===== src/rtl/sc_sng_pkg.sv =====
// Shared definitions for the correlated stochastic number generator pair:
// FSM state type, maximal-length LFSR tap masks and seed sanitising.
package sc_sng_pkg;

  typedef enum logic {
    IDLE = 1'b0,
    RUN  = 1'b1
  } state_t;

  // Fibonacci tap mask for a shift-left LFSR: bit (n-1) set for each x^n term
  // of the feedback polynomial (the constant term is implicit).
  function automatic logic [15:0] lfsr_taps(input int width);
    logic [15:0] taps;
    case (width)
      4:       taps = 16'h000C; // x^4+x^3+1
      5:       taps = 16'h0014; // x^5+x^3+1
      6:       taps = 16'h0030; // x^6+x^5+1
      7:       taps = 16'h0060; // x^7+x^6+1
      8:       taps = 16'h00B8; // x^8+x^6+x^5+x^4+1
      9:       taps = 16'h0110; // x^9+x^5+1
      10:      taps = 16'h0240; // x^10+x^7+1
      11:      taps = 16'h0500; // x^11+x^9+1
      12:      taps = 16'h0829; // x^12+x^6+x^4+x^1+1
      13:      taps = 16'h100D; // x^13+x^4+x^3+x^1+1
      14:      taps = 16'h2015; // x^14+x^5+x^3+x^1+1
      15:      taps = 16'h6000; // x^15+x^14+1
      16:      taps = 16'hD008; // x^16+x^15+x^13+x^4+1
      default: taps = 16'h000C;
    endcase
    return taps;
  endfunction

  // An all-zero LFSR state locks up, so a zero seed is promoted to 1.
  function automatic logic [15:0] seed_fix(input logic [15:0] seed);
    return (seed == 16'd0) ? 16'd1 : seed;
  endfunction

endpackage


===== src/rtl/sc_lfsr.sv =====
// Maximal-length Fibonacci LFSR (shift left, feedback into the LSB) with a
// synchronous reload to the seed. Reload wins over stepping.
module sc_lfsr
  import sc_sng_pkg::*;
#(
  parameter int WIDTH = 8,
  parameter int SEED  = 1
) (
  input  logic             clk,
  input  logic             rst_n,
  input  logic             load,
  input  logic             en,
  output logic [WIDTH-1:0] state
);

  localparam logic [WIDTH-1:0] TAPS   = WIDTH'(lfsr_taps(WIDTH));
  localparam logic [WIDTH-1:0] SEED_T = SEED[WIDTH-1:0];
  localparam logic [WIDTH-1:0] SEED_V = WIDTH'(seed_fix(16'(SEED_T)));

  // Seed on reset or load, otherwise step once per enable.
  always_ff @(posedge clk or negedge rst_n) begin
    if (!rst_n) begin
      state <= SEED_V;
    end else if (load) begin
      state <= SEED_V;
    end else if (en) begin
      state <= {state[WIDTH-2:0], ^(state & TAPS)};
    end
  end

endmodule


===== src/rtl/sc_sng_pair.sv =====
// Binary-to-stochastic encoder producing two maximally correlated unipolar
// streams. Both operands are compared against the same LFSR value every
// cycle, so the ones of the smaller stream are a subset of the larger one.
//
// Handshakes: a transfer happens on a rising edge where valid and ready are
// both high. The load port accepts only in IDLE (in_ready); the stream port
// holds its bit pair, bs_last and all internal state while bs_ready is low.
module sc_sng_pair
  import sc_sng_pkg::*;
#(
  parameter int WIDTH = 8,
  parameter int SEED  = 1
) (
  input  logic             clk,
  input  logic             rst_n,
  input  logic             in_valid,
  output logic             in_ready,
  input  logic [WIDTH-1:0] value_a,
  input  logic [WIDTH-1:0] value_b,
  output logic             bs_valid,
  input  logic             bs_ready,
  output logic             bit_a,
  output logic             bit_b,
  output logic             bs_last,
  output logic             dbg_state
);

  // Index of the final pair: the stream is 2^WIDTH-1 bits long.
  localparam logic [WIDTH-1:0] LAST_CNT = WIDTH'((1 << WIDTH) - 2);

  state_t           state_q;
  logic [WIDTH-1:0] cnt_q;
  logic [WIDTH-1:0] val_a_q;
  logic [WIDTH-1:0] val_b_q;
  logic [WIDTH-1:0] lfsr_q;
  logic             accept;
  logic             xfer;

  assign in_ready  = (state_q == IDLE);
  assign bs_valid  = (state_q == RUN);
  assign accept    = in_valid & in_ready;
  assign xfer      = bs_valid & bs_ready;
  assign bit_a     = bs_valid & (lfsr_q <= val_a_q);
  assign bit_b     = bs_valid & (lfsr_q <= val_b_q);
  assign bs_last   = bs_valid & (cnt_q == LAST_CNT);
  assign dbg_state = (state_q == RUN);

  sc_lfsr #(
    .WIDTH (WIDTH),
    .SEED  (SEED)
  ) u_lfsr (
    .clk   (clk),
    .rst_n (rst_n),
    .load  (accept),
    .en    (xfer),
    .state (lfsr_q)
  );

  // Control FSM: latch operands on accept, count transfers, return to IDLE
  // when the final pair is consumed.
  always_ff @(posedge clk or negedge rst_n) begin
    if (!rst_n) begin
      state_q <= IDLE;
      cnt_q   <= '0;
      val_a_q <= '0;
      val_b_q <= '0;
    end else begin
      case (state_q)
        IDLE: begin
          if (in_valid) begin
            val_a_q <= value_a;
            val_b_q <= value_b;
            cnt_q   <= '0;
            state_q <= RUN;
          end
        end
        RUN: begin
          if (bs_ready) begin
            cnt_q <= cnt_q + WIDTH'(1);
            if (cnt_q == LAST_CNT) begin
              state_q <= IDLE;
            end
          end
        end
        default: state_q <= IDLE;
      endcase
    end
  end

endmodule


===== config.mk =====
export PLATFORM = sky130hd
export DESIGN_NAME = sc_sng_pair
export DESIGN_NICKNAME = d
export VERILOG_FILES = /design/src/rtl/sc_sng_pkg.sv /design/src/rtl/sc_lfsr.sv /design/src/rtl/sc_sng_pair.sv
export SDC_FILE = /design/constraint.sdc
export NUM_CORES = 1
export LEC_CHECK = 0
export CAP_MARGIN = 10
export CELL_PAD_IN_SITES_DETAIL_PLACEMENT = 0
export CELL_PAD_IN_SITES_GLOBAL_PLACEMENT = 1
export CORE_MARGIN = 5
export CORE_UTILIZATION = 46
export CTS_BUF_LIST = sky130_fd_sc_hd__clkbuf_4 sky130_fd_sc_hd__clkbuf_8
export CTS_CLUSTER_SIZE = 14
export DETAILED_ROUTE_END_ITERATION = 7
export GPL_ROUTABILITY_DRIVEN = 0
export PLACE_DENSITY = 0.95
export SYNTH_ARGS = -nofsm -noshare
export SYNTH_HDL_FRONTEND = slang
export SYNTH_SLANG_ARGS = --single-unit

===== constraint.sdc =====
create_clock -name clk -period 2.95 [get_ports clk]
set_clock_uncertainty 0.05 [all_clocks]
set_input_delay 0.7375 -clock clk [delete_from_list [all_inputs] [get_ports clk]]
set_output_delay 0.7375 -clock clk [all_outputs]
set_load 0.02 [all_outputs]

==> metrics list, run 1 <==
* Antenna Nets Post-Route: 0
- Category of the worst setup path capture point: output port
- In the synthesized netlist the dominant register cell turns out to be sky130_fd_sc_hd__dfrtp_1.
* Share of the core filled with cells: 0.5841
- Synthesized area per cell: just under 10 um2
* Number of sinks driven by the clock tree: 33
* Crit share post-route: 0.9535
- Vias after detailed routing: around 1300
- The first global-routing pass estimated roughly 6.0 mm of wire.
* Number of standard-cell rows in the floorplan: 22
- At the pin with the least slew margin, the transition time is between 0.8 and 0.9 ns.
- Clock latency reported for the late side of the worst-skew pair: around 0.28 ns
* Critical path peak fanout: 5
- Library cell used as clock root buffer: sky130_fd_sc_hd__clkbuf_8
- Clock-pin slew on the worst setup and hold paths: 0.06 ns
- CTS built an H-tree with a depth of 2.
- Number of top-level pins: 26
* Layer with the highest usage: met2
* Number of global-route vias before repair: 1320
- At the worst endpoint, the required time is approximately 2.2 ns.
* Wirelength per Cell: roughly 13 um
* Peak Freq: 355.5 MHz
- Number of non-filler instances in the completed layout: 256
- Number of max-capacitance violations reported: 0
* Antenna violations before repair: 0
- The path with the worst hold slack has its endpoint at cnt_q[5].
- Count of different cell masters after synthesis: 33
- Final std cell area, no fill: roughly 2100 um2
* GRT Total Usage: 0.1462
- Of the synthesized area, sequential elements account for 0.4773.
* GR Layer Usage met2: 0.2235
* Path type of the worst setup path: flip-flop to output port
* Count of synthesis-stage warnings from yosys: 0
- The tightest hold path in the finished design has a slack of between 0.4 and 0.5 ns.
- The mapped netlist covers approximately 1700 um2.
- Effective utilization at floorplan: 0.4733
- Detail-routed via count per cell: 5.223
- On the critical path the largest part of the delay comes from compound AO/OA/AOI/OAI gates.
- The hold violation count in the final report came to 0.
* Vertical die dimension: roughly 70 um
* Worst-path cell with the longest stage delay: sky130_fd_sc_hd__dfrtp_1
- Pins over their slew limit: 0
* Met1 Resource Use GR: 0.1968
* Setup slack of the most critical reg-to-reg path: between 1 and 1.5 ns
- Counting the fill cells in the layout gives 328.
* Number of iterations in the first detailed-routing pass: 4
- Total length of routed wires: 3.401 mm
- For met3 alone, demand over resource in global routing was 0.05750.
- The number of buffers and inverters on the critical path is 1.
- Headroom to the max-slew limit came out at 0.4550.
* Power per standard cell area: approximately 630 nW/um2
* Post-layout nets: ~250
- Worst Setup Start Kind: flip-flop
- Cell Area, Placed: approximately 2000 um2
- Post-route DRC: 0
* Placeable Area: approximately 3700 um2
* Hold path startpoint: cnt_q[5]
* Top area cells in the synthesized netlist: sky130_fd_sc_hd__dfrtp_1 (46%), sky130_fd_sc_hd__ha_1 (13%), sky130_fd_sc_hd__nand2_1 (6.5%), sky130_fd_sc_hd__o21ai_0 (5.2%), sky130_fd_sc_hd__inv_1 (3.7%)
- In this run the worst hold path is classified as flip-flop to flip-flop.
- No sink is reached through more buffers than the 2 on the longest clock path.
- Summed over all cells, the static leakage comes to roughly 0.98 nW.
- Number of buffers inserted during clock tree synthesis: 5
- Subtracting the final worst setup slack from the clock period gives 2.813 ns.
- After the first detailed-routing iteration, the DRC count stood at 32.
* Total overflow reported by the global router: 0
- TNS Setup: 0 ns
- Buffers on Ports: 25
- For this run, the slowest stage of the critical path takes approximately 0.43 ns.
- Entering global routing, the biggest net connects 34 pins.
- Share of layout cells above drive strength 1: 0.07692
- The worst register-to-register path begins at bs_valid.
* Antenna Cells: 0
- Cell accounting for the most synthesized area: sky130_fd_sc_hd__dfrtp_1
- When the netlist entered floorplanning its net count stood at approximately 220.
- Setup repair after global routing missed its margin: no
* Post-Synthesis Cells: about 180
- Sequence of cells on the critical path: ha_1 -> a211oi_1 -> nor2_1 -> o41ai_2 -> clkdlybuf4s15_2
- Flops & latches, synth: 33
- Yosys mapped a number of flops with a built-in enable equal to 0.
* Number of cells on the worst hold path: 1
- Die Footprint: 5094 um2
* Cell depth of the worst flop-to-flop path: 5
- Status: finished clean
* Dpl hpwl: ~2.4 mm
- The area growth from synthesis to layout is 23.39%.
- CTS tree: built
- Data arrival time at the worst-slack endpoint: 2.03 ns
* Count of endpoints failing setup in the final report: 0
* Share of synthesized flip-flops with an asynchronous set or reset: 1.000
* Endpoint of the lowest-slack register-to-register path: cnt_q[0]
* Share of Yosys cell area claimed by the top area cell type: 0.4621
- In this run the horizontal extent of the chip is 71.38 um.
- Worst IR drop on VDD: 0.0003384 V
* # placed instances: approximately 250
## logic make-up (layout without fill, tap and decap cells)
| kind of cell | after synthesis | after routing | synth area share |
|---|---|---|---|
| fa+ha+maj | 18 | 18 | 0.1300 |
| xor+xnor | 4 | 4 | 0.02022 |
| simple gates | 52 | 52 | 0.1437 |
| compound gates | 48 | 48 | 0.1718 |
| buf+inv | 23 | 53 | 0.05704 |
| flops | 33 | 33 | 0.4773 |
## synth_stat cells (all sizes together), types with 4 or more instances
cell type,instances
nor2,4
a21oi,4
nand2,30
o21ai,25
a22o,6
inv,17
nand3,4
nand4,5
dfrtp,32
ha,18
## placed cells by master (no fill, tap or decap), types with 2 or more instances in the layout
master and instances:
sky130_fd_sc_hd__a22o_1 6, sky130_fd_sc_hd__clkbuf_8 6, sky130_fd_sc_hd__dfrtp_1 32, sky130_fd_sc_hd__nor2b_1 2, sky130_fd_sc_hd__ha_1 18, sky130_fd_sc_hd__nand4_1 4, sky130_fd_sc_hd__nand2_1 30, sky130_fd_sc_hd__nor2_1 4
sky130_fd_sc_hd__xnor2_1 3, sky130_fd_sc_hd__o211ai_1 3, sky130_fd_sc_hd__buf_4 4, sky130_fd_sc_hd__inv_1 17, sky130_fd_sc_hd__or3_1 2, sky130_fd_sc_hd__nand3_1 4, sky130_fd_sc_hd__o31ai_1 3, sky130_fd_sc_hd__clkdlybuf4s50_1 23
sky130_fd_sc_hd__o21ai_1 7, sky130_fd_sc_hd__o21ai_0 18, sky130_fd_sc_hd__a21oi_1 4, sky130_fd_sc_hd__a211oi_1 2
## how the worst max path moves through the flow
stage / depth (start not counted) / end / start / slack, ns
global route: 5 / bit_a / u_lfsr.state[5] / 0.02
global placement: 5 / bit_a / u_lfsr.state[5] / 0.11
finish: 5 / bit_a / u_lfsr.state[5] / 0.14
floorplan: 4 / bit_a / u_lfsr.state[5] / 0.39
detailed placement: 5 / bit_a / u_lfsr.state[5] / 0.11
CTS: 5 / bit_a / u_lfsr.state[5] / 0.02
## registers in the layout, summed over array words and instances, names as in the netlist
signal and cells:
cnt_q 8, u_lfsr.state 8, val_a_q 8, val_b_q 8, bs_valid 1
## report_power, final
| group | switching [mW] | internal [mW] | total (mW) |
|---|---|---|---|
| registers | 0.0861 | 0.538 | 0.624 |
| logic | 0.182 | 0.184 | 0.366 |
| clock network | 0.152 | 0.194 | 0.346 |
## routing by layer
metal,share of wire,vias to the layer above
met4,0.0024,0
li1,-,684
met3,0.047,2
met2,0.45,23
met1,0.50,628
met5,0,-
## through the flow
| step | setup WS (ns) | power (mW) |
|---|---|---|
| 5_1_grt | 0.02490 | 1.435 |
| 6_report | 0.1373 | 1.337 |
| 4_1_cts | 0.02464 | 1.347 |
| 3_3_place_gp | 0.1082 | 0.9824 |
| 2_1_floorplan | 0.3870 | 0.8647 |
| 3_5_place_dp | 0.1060 | 0.9912 |
## repair_timing
item / in CTS / in global routing
hold buffers: 0 / 0
gates resized for setup: 5 / 1
endpoints found under the setup margin: 2 / 1
pin swaps: 0 / 0
buffers inserted: 0 / 0
## final cells by class
| class | count | area [um2] | share of cell area |
|---|---|---|---|
| inverters | 17 | 63.81 | 0.02984 |
| repair buffers | 29 | 280.3 | 0.1311 |
| flip-flops and latches | 33 | 827.0 | 0.3868 |
| clock buffers | 7 | 90.09 | 0.04213 |
| multi-input cells | 122 | 817.0 | 0.3821 |
| well taps | 48 | 60.06 | 0.02809 |
Note: power is estimated with default switching activity, not from simulation.
==> run 2, diff against run 1 <==
--- a/config.mk
+++ b/config.mk
@@ -17,4 +17,5 @@
 export PLACE_DENSITY = 0.95
 export SYNTH_ARGS = -nofsm -noshare
 export SYNTH_HDL_FRONTEND = slang
+export SYNTH_HIERARCHICAL = 1
 export SYNTH_SLANG_ARGS = --single-unit
==> run 2 against run 1 <==
  * Synthesized area up 2.2%
  * Power up 17%
  * Final area up 1.1%
  * Combinational power up 44%
  * Sequential share of layout area down 0.40 points
  * Global-route usage down 0.42 points
  * Setup slack better by 0.034 ns
  * Critical path type unchanged
  * Critical endpoint is now bit_b
  * Largest cell class is now multi-input gates
  * Highest routed layer unchanged
==> metrics list, run 2 <==
- The run finished with clean final reports.
- The buffers inserted during post-CTS setup optimization came to 0 (unchanged).
- Flops & latches, synth: 33 (unchanged)
* Final Worst Setup Slack: 0.1711 ns (+0.03382 ns)
- The library cells used most frequently in the layout, excluding fill and tap cells, are sky130_fd_sc_hd__dfrtp_1 (32), sky130_fd_sc_hd__nand2_1 (29), sky130_fd_sc_hd__clkdlybuf4s50_1 (23).
- The placeable core area is 3689 um2 (+0.75%).
- The largest fanout on the critical path is 5 (unchanged).
- The number of buffers created by CTS was 5 (unchanged).
- Number of global-route vias before repair: 1292 (-2.1%)
* Die Footprint: 5190 um2 (+1.9%)
- Net count after synthesis: 225 (+4.2%)
* CTS H-tree depth: 2 (unchanged)
- The critical path is of the flip-flop to output port type.
- The overall global routing resource usage is 0.1420 (-0.004241).
- Post-Synthesis Cells: 187 (+5.1%)
* Number of enable-type register cells in the synthesized netlist: 0 (unchanged)
- Detail-routed via count per cell: 5.083 (-2.7%)
- The global routing stage identified its most utilized layer as met2.
* Minimum period implied by the final worst setup slack: 2.779 ns (-0.03382 ns)
- Peak Freq: 359.9 MHz (+1.2%)
* Effective utilization at floorplan: 0.4800 (+0.006644)
- The clock sink count came to 33 (unchanged).
* Data required, critical path: 2.16 ns (about the same)
- The initial antenna violation count was 0 (unchanged).
- TNS Setup: 0 ns (unchanged)
- Transition time at the pin with the least slew margin: 0.4273 ns (-0.3872 ns)
- The most common cell in the synthesized netlist is sky130_fd_sc_hd__dfrtp_1.
- The worst path arrival time came to 1.99 ns (-0.04 ns).
* Global routing usage on met3: 0.04709 (-0.01041)
- The remaining antenna violation count is 0 (unchanged).
- The leakage component of the power was 1.041 nW (+6.2%).
* Library cell used as clock root buffer: sky130_fd_sc_hd__clkbuf_8
- Power per standard cell area: 724.4 nW/um2 (+16%)
* Hold path startpoint: cnt_q[6]
- The net total in the final layout came to 254 (+3.3%).
- CTS tree: built
* Chip Width: 72.04 um (+0.93%)
* Layout-stage area growth over the synthesis result: 22.05%
* Number of max-capacitance violations reported: 0 (unchanged)
* Number of standard-cell rows in the floorplan: 22 (unchanged)
* Worst Hold Slack: 0.4382 ns (+0.008351 ns)
- Total overflow reported by the global router: 0 (unchanged)
- The total I/O pin count was 26 (unchanged).
- Clock-pin slew on the worst setup and hold paths: 0.06 ns (about the same)
* Quantity of gates resized following cts: 2 (-3)
- Share of synthesized flip-flops with an asynchronous set or reset: 1.000 (unchanged)
- Vertical die dimension: 72.04 um (+0.93%)
- Sequential-to-total area share from yosys stat: 0.4671 (-0.01012)
- Ys flop type: sky130_fd_sc_hd__dfrtp_1
- The hold violation count in the final report is 0 (unchanged).
* Count of synthesis-stage warnings from yosys: 6 (+6)
* Most common cell after layout, fill and taps aside: sky130_fd_sc_hd__dfrtp_1
* Top area cells in the synthesized netlist: sky130_fd_sc_hd__dfrtp_1 (45%), sky130_fd_sc_hd__ha_1 (13%), sky130_fd_sc_hd__nand2_1 (6.1%), sky130_fd_sc_hd__o21ai_0 (5.9%), sky130_fd_sc_hd__mux2i_1 (5.1%)
- Number of iterations in the first detailed-routing pass: 4 (unchanged)
* Worst hold path type: flip-flop to flip-flop
- The met2 layer usage reported by global route came to 0.2204 (-0.003061).
- In this run the worst setup path begins at u_lfsr/state[5].
- STA classifies the critical path endpoint as an output port.
* Final std cell area, no fill: 2161 um2 (+1.1%)
- Setup repair after global routing missed its margin: no
- The maximum number of pins on one net before global-route repair came to 34 (unchanged).
- CTS hold repair buffers: 0 (unchanged)
* Vias after detailed routing: 1347 (+0.75%)
- The number of buffer cells added on primary ports is 25 (unchanged).
- Count of different cell masters after synthesis: 32 (-3.0%)
* Share of layout cells above drive strength 1: 0.07373 (-0.003190)
* Worst setup timing slack at the placement stage: 0.1506 ns (+0.04456 ns)
* Cell Area, Placed: 2072 um2 (+1.5%)
- Number of non-filler instances in the completed layout: 265 (+3.5%)
- The count of placed standard cells including taps is 257 (+3.2%).
- Antenna Cells: 0 (unchanged)
- The startpoint identified for the worst register-to-register timing path is bs_valid.
- Dpl hpwl: 2.614 mm (+9.0%)
- The maximum count of clock buffers along a single path came to 2 (unchanged).
- Cell accounting for the most synthesized area: sky130_fd_sc_hd__dfrtp_1
- Synthesized area per cell: 9.468 um2 (-2.8%)
- The met1 capacity usage during global routing came to 0.1857 (-0.01107).
* Post-route DRC: 0 (unchanged)
* Leading cell types by count after synthesis: sky130_fd_sc_hd__dfrtp_1 (32), sky130_fd_sc_hd__nand2_1 (29), sky130_fd_sc_hd__o21ai_0 (21)
* Worst Setup Start Kind: flip-flop
- Wire length of the first global-routing pass: 5.713 mm (-4.0%)
- The number of setup violations in the final report came to 0 (unchanged).
- Worst IR drop on VDD: 0.0002950 V (-13%)
- The latest clock arrival within the worst-skew pair came to 0.28 ns (about the same).
* Cell Area, Synth: 1770 um2 (+2.2%)
- Pins over their slew limit: 0 (unchanged)
- The relative slew slack was 0.7148 (+0.2598).
* Share of Yosys cell area claimed by the top area cell type: 0.4523 (-0.009797)
- The fraction of the cycle the final worst path needs was 0.9420 (-0.01146).
* Total length of routed wires: 3.370 mm (-0.91%)
- The routed length per instance is 12.72 um (-4.3%).
- DRC marker count from the first detailed-route iteration: 78 (+140%)
run 2: changes by cell type after synthesis, sizes merged, moves of 3 or more:
cell,previous run,this run
nor2,4,10
o21ai,25,21
mux2i,0,9
buf,3,6
clkbuf,3,0
a22o,6,0
run 2: area by class of cell:
| class | instances | area [um2] |
|---|---|---|
| clock buffer | 8 | 91.34 |
| multi-input combinational | 128 | 835.8 |
| sequential | 33 | 827.0 |
| timing repair buffer | 28 | 270.3 |
| tap | 48 | 60.06 |
| inverter | 20 | 76.32 |
| fill | 343 | 1528 |
run 2: critical path, stage by stage (launching register included):
cell                            delay, ns
sky130_fd_sc_hd__dfrtp_1             0.44
sky130_fd_sc_hd__ha_1                0.32
sky130_fd_sc_hd__nand4_1             0.13
sky130_fd_sc_hd__or3_1               0.37
sky130_fd_sc_hd__o31ai_1             0.08
sky130_fd_sc_hd__dlygate4sd2_1       0.37
run 2: worst paths after layout:
kind	endpoint	slack, ns	cells past startpoint
min	cnt_q[6]	0.44	1
min reg2reg	cnt_q[6]	0.44	1
max in group asynchronous	u_lfsr/state[0]	1.71	2
max reg2reg	cnt_q[7]	1.26	6
min in group asynchronous	cnt_q[0]	0.81	2
max	bit_b	0.17	5
run 2: kinds of logic (layout without fill, tap and decap cells):
kind of cell,Yosys count,count (layout),synth area share
AO/OA/AOI/OAI,37,37,0.1230
XOR/XNOR,3,3,0.01484
AND/OR/NAND/NOR,61,61,0.1562
flip-flops,33,33,0.4671
multiplexers,9,9,0.05089
buffers and inverters,26,56,0.06077
adder cells (fa/ha/maj),18,18,0.1272
run 2: through the flow:
step	total power, mW	util
2_1_floorplan	1.057	-
3_3_place_gp	1.218	0.5617
3_5_place_dp	1.251	0.5617
4_1_cts	1.587	0.5858
5_1_grt	1.705	0.5858
6_report	1.565	0.5858
run 2: where the power goes:
part	internal [mW]	switching [mW]
Combinational	0.264	0.264
Clock	0.195	0.150
Sequential	0.570	0.122
run 2: layer usage:
| layer | wire, um | vias up |
|---|---|---|
| met5 | 0 | - |
| met4 | 38 | 0 |
| met3 | 161 | 4 |
| met2 | 1600 | 22 |
| met1 | 1570 | 633 |
| li1 | - | 688 |
